File: src/rtl/muldiv_unit.sv
// Multi-cycle MULT/MULTU/DIV/DIVU engine producing a {hi,lo} result pair.
// Multiply waits MUL_CYCLES cycles; divide is restoring on magnitudes plus a sign-fix cycle.
module muldiv_unit #(
  parameter int unsigned WIDTH      = 32,
  parameter int unsigned MUL_CYCLES = 2
) (
  input  logic             clk,
  input  logic             rst_n,
  input  logic             start,
  input  logic [1:0]       op,
  input  logic [WIDTH-1:0] a,
  input  logic [WIDTH-1:0] b,
  input  logic             cancel,
  output logic             busy,
  output logic             done,
  output logic [WIDTH-1:0] hi,
  output logic [WIDTH-1:0] lo
);

  localparam int unsigned CW = $clog2(WIDTH + 1);

  typedef enum logic [1:0] {S_IDLE, S_MUL, S_DIV, S_DONE} state_e;

  state_e             state_q, state_d;
  logic               sgn_q, sgn_d;
  logic [WIDTH-1:0]   a_q, a_d, b_q, b_d;
  logic [WIDTH-1:0]   rem_q, rem_d, quo_q, quo_d, dvs_q, dvs_d;
  logic [CW-1:0]      cnt_q, cnt_d;
  logic [WIDTH-1:0]   hi_q, hi_d, lo_q, lo_d;

  logic               in_sgn;
  logic [WIDTH-1:0]   abs_a_in, abs_b_in;
  logic [2*WIDTH-1:0] ext_a, ext_b, prod;
  logic [WIDTH:0]     rem_sh, diff;

  always_comb begin
    in_sgn   = ~op[0];
    abs_a_in = (in_sgn && a[WIDTH-1]) ? -a : a;
    abs_b_in = (in_sgn && b[WIDTH-1]) ? -b : b;
    ext_a    = {{WIDTH{sgn_q & a_q[WIDTH-1]}}, a_q};
    ext_b    = {{WIDTH{sgn_q & b_q[WIDTH-1]}}, b_q};
    prod     = ext_a * ext_b;
    rem_sh   = {rem_q, quo_q[WIDTH-1]};
    diff     = rem_sh - {1'b0, dvs_q};
  end

  // Next-state and datapath
  always_comb begin
    state_d = state_q;
    sgn_d   = sgn_q;
    a_d     = a_q;
    b_d     = b_q;
    rem_d   = rem_q;
    quo_d   = quo_q;
    dvs_d   = dvs_q;
    cnt_d   = cnt_q;
    hi_d    = hi_q;
    lo_d    = lo_q;
    unique case (state_q)
      S_IDLE, S_DONE: begin
        state_d = S_IDLE;
        if (start) begin
          state_d = op[1] ? S_DIV : S_MUL;
          sgn_d   = in_sgn;
          a_d     = a;
          b_d     = b;
          rem_d   = '0;
          quo_d   = abs_a_in;
          dvs_d   = abs_b_in;
          cnt_d   = '0;
        end
      end
      S_MUL: begin
        if (cnt_q == CW'(MUL_CYCLES - 1)) begin
          state_d      = S_DONE;
          {hi_d, lo_d} = prod;
          cnt_d        = '0;
        end else begin
          cnt_d = cnt_q + CW'(1);
        end
      end
      S_DIV: begin
        if (b_q == '0) begin
          state_d = S_DONE;
          hi_d    = a_q;
          lo_d    = '1;
        end else if (cnt_q == CW'(WIDTH)) begin
          // Sign fix: quotient negative on sign mismatch, remainder follows dividend
          state_d = S_DONE;
          lo_d    = (sgn_q && (a_q[WIDTH-1] ^ b_q[WIDTH-1])) ? -quo_q : quo_q;
          hi_d    = (sgn_q && a_q[WIDTH-1]) ? -rem_q : rem_q;
          cnt_d   = '0;
        end else begin
          if (!diff[WIDTH]) begin
            rem_d = diff[WIDTH-1:0];
            quo_d = {quo_q[WIDTH-2:0], 1'b1};
          end else begin
            rem_d = rem_sh[WIDTH-1:0];
            quo_d = {quo_q[WIDTH-2:0], 1'b0};
          end
          cnt_d = cnt_q + CW'(1);
        end
      end
      default: state_d = S_IDLE;
    endcase
    if (cancel) begin
      state_d = S_IDLE;
      cnt_d   = '0;
      hi_d    = hi_q;
      lo_d    = lo_q;
    end
  end

  always_ff @(posedge clk or negedge rst_n) begin
    if (!rst_n) begin
      state_q <= S_IDLE;
      sgn_q   <= 1'b0;
      a_q     <= '0;
      b_q     <= '0;
      rem_q   <= '0;
      quo_q   <= '0;
      dvs_q   <= '0;
      cnt_q   <= '0;
      hi_q    <= '0;
      lo_q    <= '0;
    end else begin
      state_q <= state_d;
      sgn_q   <= sgn_d;
      a_q     <= a_d;
      b_q     <= b_d;
      rem_q   <= rem_d;
      quo_q   <= quo_d;
      dvs_q   <= dvs_d;
      cnt_q   <= cnt_d;
      hi_q    <= hi_d;
      lo_q    <= lo_d;
    end
  end

  assign busy = (state_q == S_MUL) || (state_q == S_DIV);
  assign done = (state_q == S_DONE);
  assign hi   = hi_q;
  assign lo   = lo_q;

endmodule

File: config.mk
export PLATFORM = sky130hd
export DESIGN_NAME = muldiv_unit
export DESIGN_NICKNAME = d
export VERILOG_FILES = /design/src/rtl/muldiv_unit.sv
export SDC_FILE = /design/constraint.sdc
export NUM_CORES = 2
export LEC_CHECK = 0
export BUFFER_PORTS_ARGS = -buffer_cell sky130_fd_sc_hd__buf_2
export CAP_MARGIN = 10
export CORE_ASPECT_RATIO = 0.6
export CORE_MARGIN = 2
export CORE_UTILIZATION = 55
export DETAILED_ROUTE_END_ITERATION = 6
export PLACE_DENSITY = 0.82
export SYNTH_ARGS = -nofsm -noshare
export SYNTH_HDL_FRONTEND = slang
export SYNTH_SLANG_ARGS = --single-unit
File: constraint.sdc
create_clock -name clk -period 16.7 [get_ports clk]
set_clock_uncertainty 0.05 [all_clocks]
set_input_delay 1.67 -clock clk [delete_from_list [all_inputs] [get_ports clk]]
set_output_delay 1.67 -clock clk [all_outputs]
set_load 0.01 [all_outputs]
---- After elaboration in Yosys (flattened, before gate mapping) ----
Cells that the tools add are included.
Widths: inputs -> output; s select.
word-level totals
  flip-flop bits (word level) ............. 233
  input bits .............................. 70
  output and inout port bits .............. 66
  word-level logic and storage cells ...... 86
operators by class
  add/sub/neg operators ................... 6
  $mul .................................... 1
  equality and inequality tests ........... 14
  muxes and demuxes ....................... 35
  bitwise gates (word level) .............. 5
  reduce and logical (&&, ||, !) cells .... 15
operators by type and width
  cell                 number
  $mux 32              17
  $pmux 32 s2          4
  $neg 32->32          4
  $mul 33x33->64       1
  $sub 33x32->33       1
  $logic_not 32->1     1
  $mux 6               5
  $pmux 6 s3           1
  $mux 2               6
  $ne 3x3->1 const B   4
  $ne 2x2->1 const B   4
  $reduce_and 4->1     2
  $add 6x1->6 const B  1
  $eq 6x1->1 const B   1
  $eq 6x6->1 const B   1
  $pmux 2 s3           1
  $reduce_and 2->1     3
  $eq 2x2->1 const B   2
  $logic_and 1x1->1    4
  $ne 4x4->1 const B   1
  $reduce_bool 2->1    2
  $and 1x1->1          2
  $eq 2x1->1 const B   1
  $logic_not 2->1      1
  other kinds (5)      6

---- Logic depth before layout (Yosys ltp) ----
  depth after elaboration ................. 6
  gate-level depth with buffers ........... 33
  depth with buffers taken out ............ 29

---- Worst setup path before layout ----
No wires, ideal clock.
  kind .................................... register -> register
  start point ............................. register a_q[31]
  end point ............................... register hi_q[27] (netlist: hi[27])
  library setup time ...................... 0.123 ns
  data arrival time ....................... 8.061 ns
  data required time ...................... 16.527 ns
  path slack .............................. 8.466 ns
  stages on the path, launching flop included .. 33
  buffers on the path ..................... 4
  clock period less this slack ............ 8.234 ns
  cell sequence ........................... dfrtp_1 -> clkbuf_1 -> and2_1 -> clkbuf_1 -> buf_1 -> nand2_1 -> inv_1 -> fa_1 -> inv_1 -> fa_1 -> inv_1 -> fa_1 -> fa_1 -> inv_1 -> fa_1 -> inv_1 -> fa_1 -> inv_1 -> fa_1 -> fa_1 -> inv_1 -> ha_1 -> clkbuf_1 -> nand2_1 -> nor2_1 -> and2_1 -> o31ai_1 -> o21ai_1 -> a221o_1 -> a21oi_1 -> nor2_1 -> mux2i_1 -> o221a_2
on the way
  longest elaborated chain between the ends .. 5
  elaborated cells between the ends (all ways) .. 8
  those cells by class .................... 1 x mul; 5 x mux; 1 x bitwise; 1 x reduce/logical
RTL lines
  what                                                    line  text
  start, declared                                         26    logic [WIDTH-1:0] a_q, a_d, b_q, b_d;
  start signal, assigned                                  118   a_q <= '0;
  start signal, assigned                                  129   a_q <= a_d;
  branches (longest 4 deep; another with $mul 33x33->64)  n/a
  $pmux 32 s2 *                                           59    unique case (state_q)
  end signal, assigned                                    135   hi_q <= hi_d;
  end, declared                                           29    logic [WIDTH-1:0] hi_q, hi_d, lo_q, lo_d;
Every way passes the cells marked *. The select of a mux whose other input is x is not followed.
A chain may end at the register's enable or synchronous reset.

---- Worst setup path in the final report ----
  start point ............................. register sgn_q
  end point ............................... register hi_q[28] (netlist: hi[28])
on the way
  longest elaborated chain between the ends .. 5
  elaborated cells between the ends (all ways) .. 9
  those cells by class .................... 1 x mul; 5 x mux; 2 x bitwise; 1 x reduce/logical
RTL lines
  what                                                    line  text
  start, declared                                         25    logic sgn_q, sgn_d;
  start signal, assigned                                  128   sgn_q <= sgn_d;
  branches (longest 4 deep; another with $mul 33x33->64)  n/a
  $pmux 32 s2 *                                           59
Marked as above.

==> flow_summary.ini <==
[outcome]
outcome = complete, no violations

[floorplan]
die_y_um = 242.8
floorplan.initialDensity_pct = 55.56
coreArea_sq_um = 94050
die_x_um = 401.9
ios = 136
rows = 87
die_area_sq_um = 97570

[synthesis]
syn_inst = 5896
synth-edff-count = 0
yosysSeqAreaShare_pct = 11.11
ys_types = 67
synth_area_sq_um = 52250
avgSynthCellArea_sq_um = 8.862
synthArstFlopShare_pct = 100.0
synth_ff_type = dfrtp_1
ys_ff_latch = 232
syn_nets = 7347
yosysWarnings = 0

[placement]
gp_congestion = 1.030
portBuffers = 135
dp.cells = 6986
placed_area_sq_um = 53770
dp_hpwl_mm = 114.8

[flow_run]
cap_violations = 0

[layout]
syn2layout_area_growth_pct = 4.267
seq_area_sq_um = 5828
drive_gt1_share_pct = 6.128
n_fill_cell = 7943
multi_input_area_sq_um = 40630
final_cells = 7030
fin_nets = 7214
final_core_utilization_pct = 57.93
finish.instance_area_sq_um = 54480

[global_routing]
grt_use_total_pct = 32.02
grt_pass1_wl_mm = 242.7
grt_max_degree = 163
grt_pass1_vias = 43172
grt_overflow = 0
antenna_found_initial = 7

[cts]
h-tree-depth = 1
cts_resized = 0
clockRootBuffer = clkbuf_16
cts_setup_buffers = 0
cts_buffers = 20
cts_tree = built
holdBufCountCts = 0
clkTransAtPathRegs_ns = 0.08
cts_buffer_depth = 3
cts.sinks = 232
clk_latency_ns = 0.57

[route]
firstDrtPassIters = 6
wl_per_cell_um = 21.41
ant_nets = 0
post-route-drc-count = 0
via_per_inst = 5.833
num_vias = 41006
drtIter0Drc = 4322
wl_mm = 150.5

[sta]
rsz0062_at_grt = false
fin_crit_ns = 10.25
tightest_slew_ns = 1.171
min_period_over_period_pct = 61.40
max-slew-margin-rel_pct = 21.96
fin_tns_setup_ns = 0
fmax_ghz = 0.09752
drv_slew = 0
setup_violations = 0
finalHoldViolCount = 0

[setup_path]
worstPathRequired_ns = 17.13
critPathLaunchType = flop
reg2reg_slack_ns = 6.45
cp.arrival_ns = 10.68
critPathKind = flop to flop
end_kind = flop
cp_max_fo = 26

[min_path]
hold_path.class = flop to flop
==> worst max-delay path, stage by stage (launching register included) <==
cell and delay (ns):
dfrtp_1 1.12, and2_1 0.78, buf_8 0.26, nand2_1 0.12, inv_1 0.17, fa_1 0.49
fa_1 0.63, fa_1 0.54, inv_1 0.45, fa_1 0.51, inv_1 0.08, fa_1 0.45
fa_1 0.52, fa_1 0.49, inv_1 0.05, fa_1 0.47, inv_1 0.04, ha_1 0.43
nand2_1 0.16, nor2_1 0.18, nand2_1 0.07, nor4_1 0.32, a21oi_1 0.19, o21ai_1 0.41
a41oi_1 0.45, nor3_1 0.38, mux2i_1 0.22, o21a_1 0.14
==> logic make-up (layout without fill, tap and decap cells) <==
family,after synthesis,count (layout),share of synthesized area (%)
compound gates,710,710,8.002
other cells,0,7,0
simple gates,1713,1713,15.07
xor+xnor,216,216,3.621
mux,83,83,1.724
fa+ha+maj,1381,1381,49.25
flops,232,232,11.11
buf+inv,1561,1442,11.22
==> per-layer routing <==
layer	share of wire, %	track usage, %	up-vias	wire length, um
li1	-	-	17433	-
met1	40	45.26	20745	59830
met2	43	47.88	2408	65140
met3	13	9.033	416	19450
met4	4.0	10.26	4	6068
met5	0.019	0	-	28
==> Yosys cell counts, types with 27 or more instances <==
master / instances / area, sq um
inv_1: 1192 / 4474
fa_1: 1126 / 22540
nand2_1: 958 / 3596
clkbuf_1: 356 / 1336
and2_1: 353 / 2208
ha_1: 255 / 3191
dfrtp_1: 232 / 5806
a21oi_1: 203 / 1016
nor2_1: 166 / 623.1
o21ai_0: 146 / 730.7
xnor2_1: 139 / 1217
o21ai_1: 132 / 660.6
xor2_1: 77 / 674.4
a21o_1: 57 / 427.9
mux2_2: 56 / 630.6
nand3_1: 37 / 185.2
nor3_1: 36 / 180.2
and3_1: 30 / 187.7
o22ai_1: 29 / 181.4
mux2i_1: 27 / 270.3
==> worst paths after layout <==
| path | startpoint | cells past startpoint | end |
|---|---|---|---|
| worst max-delay path | sgn_q | 27 | hi[28] |
| worst max register to register | sgn_q | 27 | hi[28] |
| max in group asynchronous | rst_n | 2 | b_q[12] |
| worst min-delay path | lo[20] | 2 | lo[20] |
| worst min register to register | lo[20] | 2 | lo[20] |
| min in group asynchronous | rst_n | 1 | lo[15] |
==> through the flow <==
step	hold slack [ns]	setup WS [ns]
6_report	0.4269	6.446
3_3_place_gp	0.4082	6.570
2_1_floorplan	0.3998	8.466
3_5_place_dp	0.4184	6.456
5_1_grt	0.4590	6.106
4_1_cts	0.4335	6.423
==> layout make-up <==
cell class                      count  share of cell area [%]
Clock inverter                     10                  0.2044
Multi-Input combinational cell   4103                   74.57
Antenna cell                        7                 0.03215
Tap cell                         1246                   2.861
Sequential cell                   232                   10.70
Inverter                         1192                   8.212
Clock buffer                       26                   1.036
Timing Repair Buffer              214                   2.384
==> flip-flops by register name, summed over array words and instances, names as in the netlist <==
register / flops
a_q: 32
rem_q: 32
lo: 32
hi: 32
cnt_q: 6
dvs_q: 31
state_q: 2
quo_q: 32
sgn_q: 1
b_q: 32
==> placed cells by master (no fill, tap or decap), drive strengths merged, types with 20 or more instances in the layout <==
cell type / n
a21o: 57
a21oi: 205
and2: 353
and3: 30
buf: 214
clkbuf: 26
dfrtp: 232
fa: 1126
ha: 255
inv: 1192
mux2: 56
mux2i: 27
nand2: 958
nand2b: 23
nand3: 37
nor2: 166
nor3: 38
nor4: 28
o21a: 20
o21ai: 278
o22ai: 29
o31ai: 27
xnor2: 139
xor2: 77
Power is not shown: default switching activity piles up to over one toggle a cycle in this logic, so the estimate is an artifact.
